[src/rtl/banked_register_file.sv]
// banked_register_file: PAIRS x 16-bit byte-writable register pairs with NRD
// registered read ports, a shadow bank and a sequential save/restore engine.
// Ports: clk, rst (async, active-high)
//   write : wr_en, wr_ready, wr_addr, wr_be, wr_data
//   read  : rd_en, rd_addr, rd_data (1-cycle latency, holds when not enabled)
//   ctx   : ctx_req, ctx_op (0 save, 1 restore), ctx_busy, ctx_done
// Option: define REGFILE_BYPASS_EN so a read returns the value written on the
//   same edge (external writes and restore copies); otherwise read-before-write.
module banked_register_file #(
    parameter int  PAIRS = 4,
    parameter int  NRD   = 2,
    localparam int AW    = $clog2(PAIRS)
) (
    input  logic              clk,
    input  logic              rst,
    input  logic              wr_en,
    output logic              wr_ready,
    input  logic [AW-1:0]     wr_addr,
    input  logic [1:0]        wr_be,
    input  logic [15:0]       wr_data,
    input  logic [NRD-1:0]    rd_en,
    input  logic [NRD*AW-1:0] rd_addr,
    output logic [NRD*16-1:0] rd_data,
    input  logic              ctx_req,
    input  logic              ctx_op,
    output logic              ctx_busy,
    output logic              ctx_done
);

    typedef enum logic [1:0] {
        S_IDLE,
        S_COPY,
        S_DONE
    } state_t;

    state_t        state;
    logic [AW-1:0] idx;
    logic          op_q;

    logic [15:0] active  [PAIRS];
    logic [15:0] shadow  [PAIRS];
    logic [15:0] act_nxt [PAIRS];
    logic [15:0] shd_nxt [PAIRS];
    logic [15:0] rd_src  [NRD];

    logic wr_fire;
    logic copy_save;
    logic copy_rest;

    assign wr_ready  = !ctx_busy;
    assign wr_fire   = wr_en && wr_ready;
    assign copy_save = (state == S_COPY) && !op_q;
    assign copy_rest = (state == S_COPY) && op_q;

    // Next-state of both banks. Writes and restore copies never overlap
    // because external writes are refused while the engine is busy.
    always_comb begin
        for (int p = 0; p < PAIRS; p++) begin
            act_nxt[p] = active[p];
            shd_nxt[p] = shadow[p];
            if (wr_fire && (wr_addr == AW'(p))) begin
                if (wr_be[1]) act_nxt[p][15:8] = wr_data[15:8];
                if (wr_be[0]) act_nxt[p][7:0]  = wr_data[7:0];
            end
            if (copy_rest && (idx == AW'(p)))
                act_nxt[p] = shadow[p];
            if (copy_save && (idx == AW'(p)))
                shd_nxt[p] = active[p];
        end
    end

    // Read mux; addresses with no matching pair return zero.
    always_comb begin
        for (int i = 0; i < NRD; i++) begin
            rd_src[i] = '0;
            for (int p = 0; p < PAIRS; p++) begin
                if (rd_addr[i*AW +: AW] == AW'(p)) begin
`ifdef REGFILE_BYPASS_EN
                    rd_src[i] = act_nxt[p];
`else
                    rd_src[i] = active[p];
`endif
                end
            end
        end
    end

    always_ff @(posedge clk or posedge rst) begin
        if (rst) begin
            for (int p = 0; p < PAIRS; p++) begin
                active[p] <= '0;
                shadow[p] <= '0;
            end
        end else begin
            for (int p = 0; p < PAIRS; p++) begin
                active[p] <= act_nxt[p];
                shadow[p] <= shd_nxt[p];
            end
        end
    end

    always_ff @(posedge clk or posedge rst) begin
        if (rst) begin
            rd_data <= '0;
        end else begin
            for (int i = 0; i < NRD; i++) begin
                if (rd_en[i])
                    rd_data[i*16 +: 16] <= rd_src[i];
            end
        end
    end

    // Context engine: one pair per COPY cycle, then a single DONE cycle.
    always_ff @(posedge clk or posedge rst) begin
        if (rst) begin
            state    <= S_IDLE;
            idx      <= '0;
            op_q     <= 1'b0;
            ctx_busy <= 1'b0;
            ctx_done <= 1'b0;
        end else begin
            unique case (state)
                S_IDLE: begin
                    ctx_done <= 1'b0;
                    if (ctx_req) begin
                        op_q     <= ctx_op;
                        idx      <= '0;
                        ctx_busy <= 1'b1;
                        state    <= S_COPY;
                    end
                end
                S_COPY: begin
                    idx <= idx + AW'(1);
                    if (idx == AW'(PAIRS - 1)) begin
                        ctx_done <= 1'b1;
                        state    <= S_DONE;
                    end
                end
                S_DONE: begin
                    ctx_done <= 1'b0;
                    ctx_busy <= 1'b0;
                    state    <= S_IDLE;
                end
                default: begin
                    ctx_done <= 1'b0;
                    ctx_busy <= 1'b0;
                    state    <= S_IDLE;
                end
            endcase
        end
    end

endmodule

[config.mk]
export PLATFORM = sky130hd
export DESIGN_NAME = banked_register_file
export DESIGN_NICKNAME = d
export VERILOG_FILES = /design/src/rtl/banked_register_file.sv
export SDC_FILE = /design/constraint.sdc
export NUM_CORES = 1
export LEC_CHECK = 0
export CORE_MARGIN = 2
export CORE_UTILIZATION = 23
export CTS_BUF_LIST = sky130_fd_sc_hd__clkbuf_4
export CTS_CLUSTER_DIAMETER = 100
export DETAILED_ROUTE_END_ITERATION = 7
export PLACE_DENSITY_LB_ADDON = 0.3
export SLEW_MARGIN = 10
export SYNTH_ARGS = -nofsm -noshare
export SYNTH_HDL_FRONTEND = slang
export SYNTH_SLANG_ARGS = --single-unit
[constraint.sdc]
create_clock -name clk -period 8.2 [get_ports clk]
set_clock_uncertainty 0.1 [all_clocks]
set_input_delay 1.64 -clock clk [delete_from_list [all_inputs] [get_ports clk]]
set_output_delay 1.64 -clock clk [all_outputs]
set_load 0.05 [all_outputs]
==> metrics.txt, run 1 <==
outcome finished, final reports clean; CP max FO 6; initial antenna violation count 4; XOR/XNOR share of the synthesized area 0%; complex-gate fraction of the synthesized area 9.08%; Pre-antenna DRT Iters 4; setup TNS 0 ps; GP Congestion 0.685; max_slew headroom 23.8%; Initial Util 23.3%; Lkg Pwr 0.00360 µW; die width 193 µm; Post-CTS Setup Inserts 0; number of buffers created by CTS 17; commonest non-fill, non-tap cell in the layout dfrtp_1; largest family of logic cells by synthesized area multiplexers; peak supply drop 95.4 µV; # fillers 3683; H-tree Lvls 4; fmax 265 MHz; total grt overflow 0; footprint of the multi-input gates 0.00373 mm²; row count 69; Post-route DRC 0; # resized after CTS 0; largest net degree at the start of global routing 102; area grow syn2layout 15.8%; crit path launch type flip-flop; Critical Path End Type output port; crit-path max cell delay 820 ps; Seq/Total Area, Yosys 50.7%; root buf cell clkbuf_4; cells after synthesis 667; simple-gate portion of the synthesized area 11.1%; die area 0.0374 mm²; Synth cell types 31; layout cells sized above 1 22.7%; routed wire length 23000 µm; Die Y 193 µm; io pins 66; FF+latch area 0.00418 mm²; post-synthesis adder-cell area fraction 0.607%; Num Clock Sinks 167; final hold vios 0; Power Total 3430 µW; first-pass GRT wire length 36100 µm; Vias 5692; PwrDens 359 mW/mm²; Ys Warns 0; Hold Buf Count CTS 0; vias in the first global route 5683; reg2reg setup slack 5900 ps; Post-Syn Nets 702; clk slew on worst S/H paths 140 ps; mux share of post-synthesis cell area 24.4%; Final Core Density 27.0%; Nets 746; measured slew at the worst slew-check pin 1140 ps; critical-path cell with the highest stage delay clkdlybuf4s50_1; total track usage 12.6%; CP Cell Sequence inv_1 > clkdlybuf4s50_1; setup violators final 0; Slew Limit Fails 0; Clock Path Buffers 2; HP Class flip-flop to flip-flop; dpl cells 1153; RSZ-0062 raised after global routing false; Critical Path RT 6460 ps; Avg WL per Cell 19.4 µm; number of max-cap violations 0; number of synthesized register bits 167; core area 0.0354 mm²; Final period util 46.0%; I/O Buffers 65; 1st-iter DRT viols 413; dpl hpwl 13700 µm; CTS tree built; final cell count without fillers 1184; critical path type flip-flop to output port; vias per cell 4.81; residual antenna-violating net count after detailed routing 0; worst skew pair latency 580 ps; most frequent cells in the layout dfrtp_1, nor2_1, clkdlybuf4s50_1, o21ai_0, a31oi_1; final worst path period need 3770 ps; Mean Syn Cell Area 12.4 µm²; Crit path arrival time 2030 ps; synthesized cell area 0.00824 mm²
## cell usage after synthesis, drive strengths merged
cell	instances	area share, %
nand3b	1	0.091
nand2b	5	0.47
nor2	67	3.1
inv	5	0.23
nand2	38	1.7
or3b	1	0.11
o21ai	66	4.0
o21bai	1	0.091
nand4b	4	0.42
nor2b	1	0.076
nor3b	2	0.38
a21oi	2	0.12
mux4	32	9.5
clkbuf	28	1.3
buf	30	2.7
mux2	97	15
and3b	18	1.9
a31oi	64	4.9
dfrtp	167	51
nand4	32	2.4
nor3	2	0.39
ha	4	0.61
## routing by layer
metal  vias to the layer above  share of wire (%)  GRT usage, %
li1                       2578                  -             -
met4                         6                1.8          4.10
met3                        32                4.7          2.98
met1                      2931                 47          17.2
met2                       145                 47          19.8
met5                         -               0.16             0
## final timing paths
| path | startpoint | end | cells past startpoint |
|---|---|---|---|
| worst max-delay path | ctx_busy | wr_ready | 2 |
| min in group asynchronous | rst | shadow[37] | 2 |
| worst min register to register | shadow[54] | shadow[54] | 1 |
| worst min-delay path | shadow[54] | shadow[54] | 1 |
| worst max register to register | idx[1] | shadow[43] | 5 |
| max in group asynchronous | rst | active[45] | 3 |
## report_power, final
part           switching, µW  internal (µW)
registers                310           1220
clock network            288            175
logic                    731            701
total                   1330           2100
## metrics by stage
stage / hold slack (ps) / worst slack, ps / instance area [µm²]
after floorplan: 359 / 1940 / 8240
after global placement: 373 / 4210 / 9300
after detailed placement: 381 / 4260 / 9300
after CTS: 411 / 4370 / 9550
after global routing: 440 / 4310 / 9550
final: 406 / 4430 / 9550
## sequential cells by signal, indices dropped and copies added, names as in the netlist
signal / flops
active: 64
shadow: 64
rd_data: 32
idx: 2
state: 2
ctx_busy: 1
ctx_done: 1
op_q: 1
## layout make-up
class,instances,area share [%]
Inverter,5,0.249
Sequential cell,167,43.8
Multi-Input combinational cell,437,39.1
Clock buffer,18,1.42
Clock inverter,12,1.18
Antenna cell,1,0.0262
Timing Repair Buffer,83,8.23
Tap cell,461,6.04
## critical path: cells and delay by family (launching register included)
kind                   cells  cell delay [ps]
buffers and inverters      2              960
flip-flops                 1              490
## logic make-up (layout without fill, tap and decap cells)
kind of cell / count (synthesis) / count (layout)
compound gates: 133 / 133
flops: 167 / 167
buf+inv: 63 / 118
mux: 129 / 129
fa+ha+maj: 4 / 4
other cells: 0 / 1
simple gates: 171 / 171
No activity file was read; power rests on OpenSTA's default activity.
==> inputs of run 2 (changes only) <==
==> constraint.sdc (replaced) <==
create_clock -name clk -period 3.6 [get_ports clk]
set_clock_uncertainty 0.1 [all_clocks]
set_input_delay 0.72 -clock clk [delete_from_list [all_inputs] [get_ports clk]]
set_output_delay 0.72 -clock clk [all_outputs]
set_load 0.05 [all_outputs]
==> run 2 against run 1 <==
  * Non-clock buffer count rose by 12
  * Sequential power rose by 130%
  * Setup slack got worse by 3700 ps
  * Register-to-register slack got worse by 4700 ps
  * First-iteration DRC count fell by 29%
  * Critical path type unchanged
==> metrics.txt, run 2 (synthesis results as in run 1) <==
Slew Limit Fails 0 (unchanged); final worst path period need 2850 ps; Crit path arrival time 2030 ps (about the same); die width 193 µm (unchanged); first-pass GRT wire length 35500 µm (-1.8%); residual antenna-violating net count after detailed routing 0 (unchanged); worst skew pair latency 600 ps (+20 ps); peak supply drop 300 µV (+210%); vias per cell 4.80 (-0.16%); max_slew headroom 30.0% (+6.2 points); Lkg Pwr 0.00369 µW (+2.7%); Num Clock Sinks 167 (unchanged); setup violators final 0 (unchanged); final hold vios 0 (unchanged); Final Core Density 27.5% (+0.51 points); Clock Path Buffers 2 (unchanged); reg2reg setup slack 1220 ps (-4680 ps); largest net degree at the start of global routing 46 (-55%); Final period util 79.2%; Hold Buf Count CTS 0 (unchanged); vias in the first global route 5611 (-1.3%); fmax 351 MHz; Critical Path RT 2780 ps (-3680 ps); # resized after CTS 0 (unchanged); outcome finished, final reports clean; dpl hpwl 15100 µm (+10%); DP Area 0.00942 mm² (+1.3%); Final Instance Area 0.00973 mm² (+1.9%); row count 69 (unchanged); total track usage 12.4% (-0.21 points); CTS tree built; die area 0.0374 mm² (unchanged); Vias 5755 (+1.1%); I/O Buffers 65 (unchanged); most frequent cells in the layout dfrtp_1, nor2_1, clkdlybuf4s50_1, o21ai_0, a31oi_1; PwrDens 818 mW/mm² (+130%); Die Y 193 µm (unchanged); routed wire length 23000 µm (-0.17%); GP Congestion 0.739 (+7.9%); layout cells sized above 1 24.3% (+1.6 points); Regs by FF count active: 64 flops, shadow: 64 flops, rd_data: 32 flops; Critical Path End Type output port; setup TNS 0 ps (unchanged); RSZ-0062 raised after global routing false; HP Class flip-flop to flip-flop; 1st-iter DRT viols 295 (-29%); number of buffers created by CTS 17 (unchanged); crit path launch type flip-flop; area grow syn2layout 18.0%; number of max-cap violations 0 (unchanged); root buf cell clkbuf_4; total grt overflow 0 (unchanged); Post-CTS Setup Inserts 0 (unchanged); critical path type flip-flop to output port; clk slew on worst S/H paths 150 ps (about the same); Post-route DRC 0 (unchanged); H-tree Lvls 4 (unchanged); Avg WL per Cell 19.2 µm (-1.4%); Nets 758 (+1.6%); CP max FO 6 (unchanged); Pre-antenna DRT Iters 5 (+1); initial antenna violation count 4 (unchanged); measured slew at the worst slew-check pin 1050 ps (-92.8 ps); io pins 66 (unchanged); core area 0.0354 mm² (unchanged); commonest non-fill, non-tap cell in the layout dfrtp_1; Initial Util 23.3% (unchanged)
-- run 2: through the flow --
step	cells	power (µW)	hold WS, ps	setup WS, ps
global placement	1165	6750	376	836
detailed placement	1165	6840	380	832
global route	1198	8450	433	663
CTS	1197	8030	413	707
floorplan	667	5810	359	653
finish	1199	7950	411	749
-- run 2: final timing paths --
check	cells after the start	startpoint	end
setup reg to reg	4	state[1]	shadow[20]
max in group asynchronous	3	rst	active[28]
hold reg to reg	1	shadow[54]	shadow[54]
setup / recovery	2	ctx_busy	wr_ready
min in group asynchronous	2	rst	shadow[48]
hold / removal	1	shadow[54]	shadow[54]
-- run 2: cell type report --
| type | count | area, µm² |
|---|---|---|
| antenna | 2 | 5.00 |
| clock buffer | 17 | 128 |
| clock inverter | 15 | 178 |
| fill | 3671 | 25700 |
| inverter | 5 | 22.5 |
| multi-input combinational | 437 | 3730 |
| sequential | 167 | 4180 |
| tap | 461 | 577 |
| timing repair buffer | 95 | 913 |
-- run 2: metal layers --
metal / routed length (µm) / track usage [%] / part of all wire (%)
met5: 27 / 0 / 0.12
met3: 894 / 3.03 / 3.9
met1: 10900 / 16.6 / 47
met2: 10700 / 19.4 / 46
met4: 486 / 4.58 / 2.1
-- run 2: worst max-delay path, cell delays in order, from the launching register on --
cell and delay, ps:
dfrtp_1 490, inv_1 130, clkdlybuf4s50_1 810
-- run 2: power breakdown --
part / internal, µW / switching, µW / leakage [µW]
combinational: 1610 / 1660 / 0.00168
clock: 486 / 716 / 0.000159
sequential: 2790 / 700 / 0.00185
==> inputs of run 3 (changes only) <==
==> constraint.sdc (replaced) <==
create_clock -name clk -period 3 [get_ports clk]
set_clock_uncertainty 0.1 [all_clocks]
set_input_delay 0.6 -clock clk [delete_from_list [all_inputs] [get_ports clk]]
set_output_delay 0.6 -clock clk [all_outputs]
set_load 0.05 [all_outputs]
==> run 3 against run 2 <==
  * Critical path depth unchanged
  * Count of clock-buffer cells in the layout stayed put
  * Utilization is 0.12 points higher
  * Total power is 23% higher
  * Sequential power grew 23%
  * Wire length decreased by 1.3%
  * Die area is the same
  * Register-to-register slack lost 180 ps
  * Global-route usage barely moved
  * Cell area grew 0.44%
  * Largest cell class unchanged
  * Highest routed layer unchanged
==> metrics.txt, run 3 (synthesis results as in run 1) <==
Pre-antenna DRT Iters 5 (unchanged); outcome finished, final reports clean; Final WS setup 283 ps (-466 ps); worst skew pair latency 590 ps (about the same); largest net degree at the start of global routing 87 (+89%); crit path launch type flip-flop; layout cells sized above 1 24.0% (-0.27 points); vias in the first global route 5840 (+4.1%); Nets 758 (unchanged); die width 193 µm (unchanged); setup violators final 0 (unchanged); final hold vios 0 (unchanged); I/O Buffers 65 (unchanged); Num Clock Sinks 167 (unchanged); clk slew on worst S/H paths 150 ps (about the same); most frequent cells in the layout dfrtp_1, nor2_1, clkdlybuf4s50_1, o21ai_0, a31oi_1; GR Layer Usage met3 2.72% (-0.31 points); RSZ-0062 raised after global routing false; Worst path top cell family by delay buffers and inverters; total track usage 12.5% (+0.047 points); CP max FO 6 (unchanged); # resized after CTS 0 (unchanged); Clock Path Buffers 2 (unchanged); # fillers 3639 (-0.87%); root buf cell clkbuf_4; FF+latch area 0.00418 mm² (unchanged); CTS tree built; post-place setup slack 490 ps (-342 ps); Crit path arrival time 2020 ps (about the same); critical path type flip-flop to output port; Initial Util 23.3% (unchanged); Die Y 193 µm (unchanged); residual antenna-violating net count after detailed routing 0 (unchanged); Slew Limit Fails 0 (unchanged); measured slew at the worst slew-check pin 607 ps (-440 ps); setup TNS 0 ps (unchanged); first-pass GRT wire length 36000 µm (+1.4%); commonest non-fill, non-tap cell in the layout dfrtp_1; HP Class primary input to async pin; crit-path max cell delay 810 ps (about the same); peak supply drop 360 µV (+20%); row count 69 (unchanged); io pins 66 (unchanged); WHS 414 ps (+2.64 ps); fmax 368 MHz; max_slew headroom 59.5% (+30 points); Global Route met2 Usage 18.8% (-0.66 points); Most Used Layer, Global Route met2; grt met1 use 17.7% (+1.0 points); vias per cell 4.77 (-0.54%); die area 0.0374 mm² (unchanged); Post-CTS Setup Inserts 0 (unchanged); Hold Buf Count CTS 0 (unchanged); Lkg Pwr 0.00371 µW (+0.48%); 1st-iter DRT viols 442 (+50%); H-tree Lvls 4 (unchanged); footprint of the multi-input gates 0.00373 mm² (unchanged); number of buffers created by CTS 17 (unchanged); core area 0.0354 mm² (unchanged); Final period util 90.6%; Regs by FF count active: 64 flops, shadow: 64 flops, rd_data: 32 flops; Bufs and invs on worst path 2 (unchanged); dpl hpwl 15000 µm (-1.2%); total grt overflow 0 (unchanged); number of max-cap violations 0 (unchanged); GP Congestion 0.705 (-4.5%); Critical Path RT 2300 ps (-480 ps); initial antenna violation count 2 (-2); final worst path period need 2720 ps; area grow syn2layout 18.5%; Critical Path End Type output port; Vias 5724 (-0.54%); routed wire length 22700 µm (-1.3%); Avg WL per Cell 18.9 µm (-1.3%); critical-path cell with the highest stage delay clkdlybuf4s50_1; Post-route DRC 0 (unchanged); CP Cell Sequence inv_1 > clkdlybuf4s50_1; PwrDens 1000 mW/mm² (+23%)
[run 3: cell count changes in the layout (fill, tap and decap cells not counted), sizes merged]
| cell | change |
|---|---|
| bufinv | +3 |
| inv | -3 |
[run 3: area by class of cell]
type	count	share of cell area, %
Clock buffer	17	1.31
Tap cell	461	5.90
Antenna cell	2	0.0512
Multi-Input combinational cell	437	38.1
Inverter	5	0.230
Timing Repair Buffer	95	9.22
Clock inverter	15	2.38
Sequential cell	167	42.8
[run 3: layer usage]
layer  vias to the layer above  part of all wire (%)
li1                       2606                     -
met4                         2                   1.7
met5                         -                 0.057
met3                        28                   4.2
met2                       132                    45
met1                      2956                    49
[run 3: worst register-to-register path, stage by stage (launching register included)]
cell and delay (ps):
dfrtp_1 440, ha_1 260, and3b_1 200, nor2b_2 130, buf_4 350, mux2_2 390
[run 3: worst paths after layout]
check,end,cells past startpoint,slack [ps],startpoint
max,wr_ready,2,280,ctx_busy
min,shadow[6],3,410,rst
max reg2reg,shadow[15],5,1040,idx[0]
min reg2reg,shadow[54],1,420,shadow[54]
max in group asynchronous,rd_data[29],3,1980,rst
min in group clk,shadow[54],1,420,shadow[54]
[run 3: power by group]
part	switching [µW]	internal (µW)
combinational	1970	1930
clock	816	817
sequential	933	3340
total	3720	6090
[run 3: per-stage QoR]
step | power (µW) | instances | util (%) | cell area [µm²]
after global placement | 8140 | 1165 | 26.6 | 9410
after global routing | 10400 | 1198 | 27.6 | 9770
after detailed placement | 8250 | 1165 | 26.6 | 9410
after CTS | 9910 | 1197 | 27.6 | 9770
final | 9810 | 1199 | 27.6 | 9770
after floorplan | 6980 | 667 | - | 8250
==> edit: new RTL, config.mk and constraints of run 1 <==
Set the parameter `PAIRS` to 2 (it was 4).
--- a/src/rtl/banked_register_file.sv
+++ b/src/rtl/banked_register_file.sv
@@ -7,7 +7,7 @@
 // Option: define REGFILE_BYPASS_EN so a read returns the value written on the
 //   same edge (external writes and restore copies); otherwise read-before-write.
 module banked_register_file #(
-    parameter int  PAIRS = 4,
+    parameter int  PAIRS = 2,
     parameter int  NRD   = 2,
     localparam int AW    = $clog2(PAIRS)
 ) (
Interface: changed (resized rd_addr and wr_addr); port bits go from 66 to 63. No check against the original RTL was run, so the function may have changed too.
==> edit against run 1 <==
Power fell by 41%. Register-to-register slack improved by 300 ps. Setup slack improved by 200 ps. Final area fell by 43%. Routed wire length fell by 55%. Maximum frequency rose by 5.6%. Combinational power fell by 40%. Sequential cell count fell by 65. Via count fell by 49%. Area after synthesis fell by 46%. Hold slack got worse by 12 ps.
==> edit: results (changes against run 1) <==
| Metric | Value |
|---|---|
| Status | complete, no violations |
| Gate Count Post-Synth | 373 (-44%) |
| YS warnings | 0 (unchanged) |
| Fin nets | 455 (-39%) |
| Largest regs | active: 32 flops, rd_data: 32 flops, shadow: 32 flops |
| Setup_tns | 0 ps (unchanged) |
| PortBufs | 62 (-4.6%) |
| Post-synth ARST share | 1.00 (unchanged) |
| CP top delay family | buffers and inverters |
| Post-synth cell types | 24 (-23%) |
| Dominant synthesized flop cell | dfrtp_1 |
| CP max FO | 6 (unchanged) |
| Largest net degree at the start of global routing | 73 (-28%) |
| Vias in the first global route | 2881 (-49%) |
| First-pass GRT wire length | 16500 µm (-54%) |
| Drt first pass iters | 5 (+1) |
| Crit path DAT | 1830 ps (-200 ps) |
| DP Cell Count | 676 (-41%) |
| GRT Util Overall | 0.106 (-0.0204) |
| Final Non-Filler Cells | 693 (-41%) |
| Postcts setup bufs | 0 (unchanged) |
| CTS root buffer | clkbuf_4 |
| Seq/Total Area, Yosys | 0.573 (+0.0660) |
| Tightest Pin Transition | 1150 ps (+10.4 ps) |
| Ranking of synthesized cells by area | dfrtp_1 (57%), mux2i_1 (14%), a21oi_1 (5.6%) |
| Via count normalized by instance count | 4.16 (-13%) |
| CTS clk-pin slew, worst paths | 150 ps |
| Initial drt markers | 168 (-59%) |
| Hold Crit Class | reg2reg |
| Clock Path Buffers | 2 (unchanged) |
| Worst path slowest cell | clkdlybuf4s50_1 |
| H-tree depth | 3 (-1) |
| Worst-Skew Late Latency | 450 ps (-130 ps) |
| Lkg Pwr | 2.26 nW (-37%) |
| Routed len/inst | 14.9 µm (-24%) |
| Gp weighted congestion | 0.727 (+6.1%) |
| Synth cell count leaders | dfrtp_1 (102), mux2i_1 (64), nor2_1 (52) |
| Fill cells | 1922 (-48%) |
| Cts repair resizes | 0 (unchanged) |
| Syn nets | 401 (-43%) |
| CTS buffer count | 9 (-8) |
| Initial antenna violation count | 1 (-3) |
| VDD IR-drop max | 0.000119 V (+25%) |
| HPWL Detailed | 7280 µm (-47%) |
| Slowest cell delay on critical path | 800 ps (-20 ps) |
| Layout cells sized above 1 | 0.137 (-0.0906) |
## edit: power by group
group / internal (W) / switching [W] / total (W)
Clock: 0.0000934 / 0.000170 / 0.000263
Combinational: 0.000369 / 0.000490 / 0.000859
Sequential: 0.000724 / 0.000186 / 0.000909
Total: 0.00119 / 0.000845 / 0.00203
## edit: layout make-up
type / instances / area [µm²] / share of cell area
repair buffers: 66 / 651 / 0.119
flip-flops and latches: 102 / 2550 / 0.466
diodes: 1 / 2.50 / 0.000457
clock buffers: 9 / 67.6 / 0.0123
inverters: 2 / 10.0 / 0.00183
multi-input cells: 246 / 1790 / 0.327
clock inverters: 7 / 75.1 / 0.0137
well taps: 260 / 325 / 0.0595
## edit: worst paths after layout
path | cells after the start | to | startpoint | slack, ps
setup / recovery | 2 | wr_ready | ctx_busy | 4630
hold / removal | 2 | active[21] | shadow[21] | 390
setup reg to reg | 2 | shadow[7] | state[1] | 6200
hold reg to reg | 2 | active[21] | shadow[21] | 390
max in group asynchronous | 3 | active[7] | rst | 5300
min in group asynchronous | 2 | rd_data[25] | rst | 1430
## edit: cells by family after synthesis
group / share of synthesized area
DFF: 0.573
muxes: 0.236
and+or+nand+nor: 0.0876
AOI/OAI and AO/OA: 0.0753
buffers and inverters: 0.0286
## edit: stage by stage
stage	cell area [µm²]	setup slack [ps]	power, W
floorplan	4460	3780	0.00151
global placement	5330	4730	0.00176
detailed placement	5330	4690	0.00179
CTS	5470	4580	0.00206
global route	5470	4510	0.00217
finish	5470	4630	0.00203
## edit: worst register-to-register path, cell delays in order (launching register included)
cell	delay [ps]
dfrtp_1	530
nor3_4	850
mux2_2	420
## edit: metal layers
| layer | vias to the layer above | part of all wire | track usage |
|---|---|---|---|
| met2 | 47 | 0.44 | 0.152 |
| met5 | - | 0 | 0 |
| met3 | 10 | 0.038 | 0.0238 |
| li1 | 1414 | - | - |
| met1 | 1411 | 0.51 | 0.154 |
| met4 | 0 | 0.012 | 0.0391 |
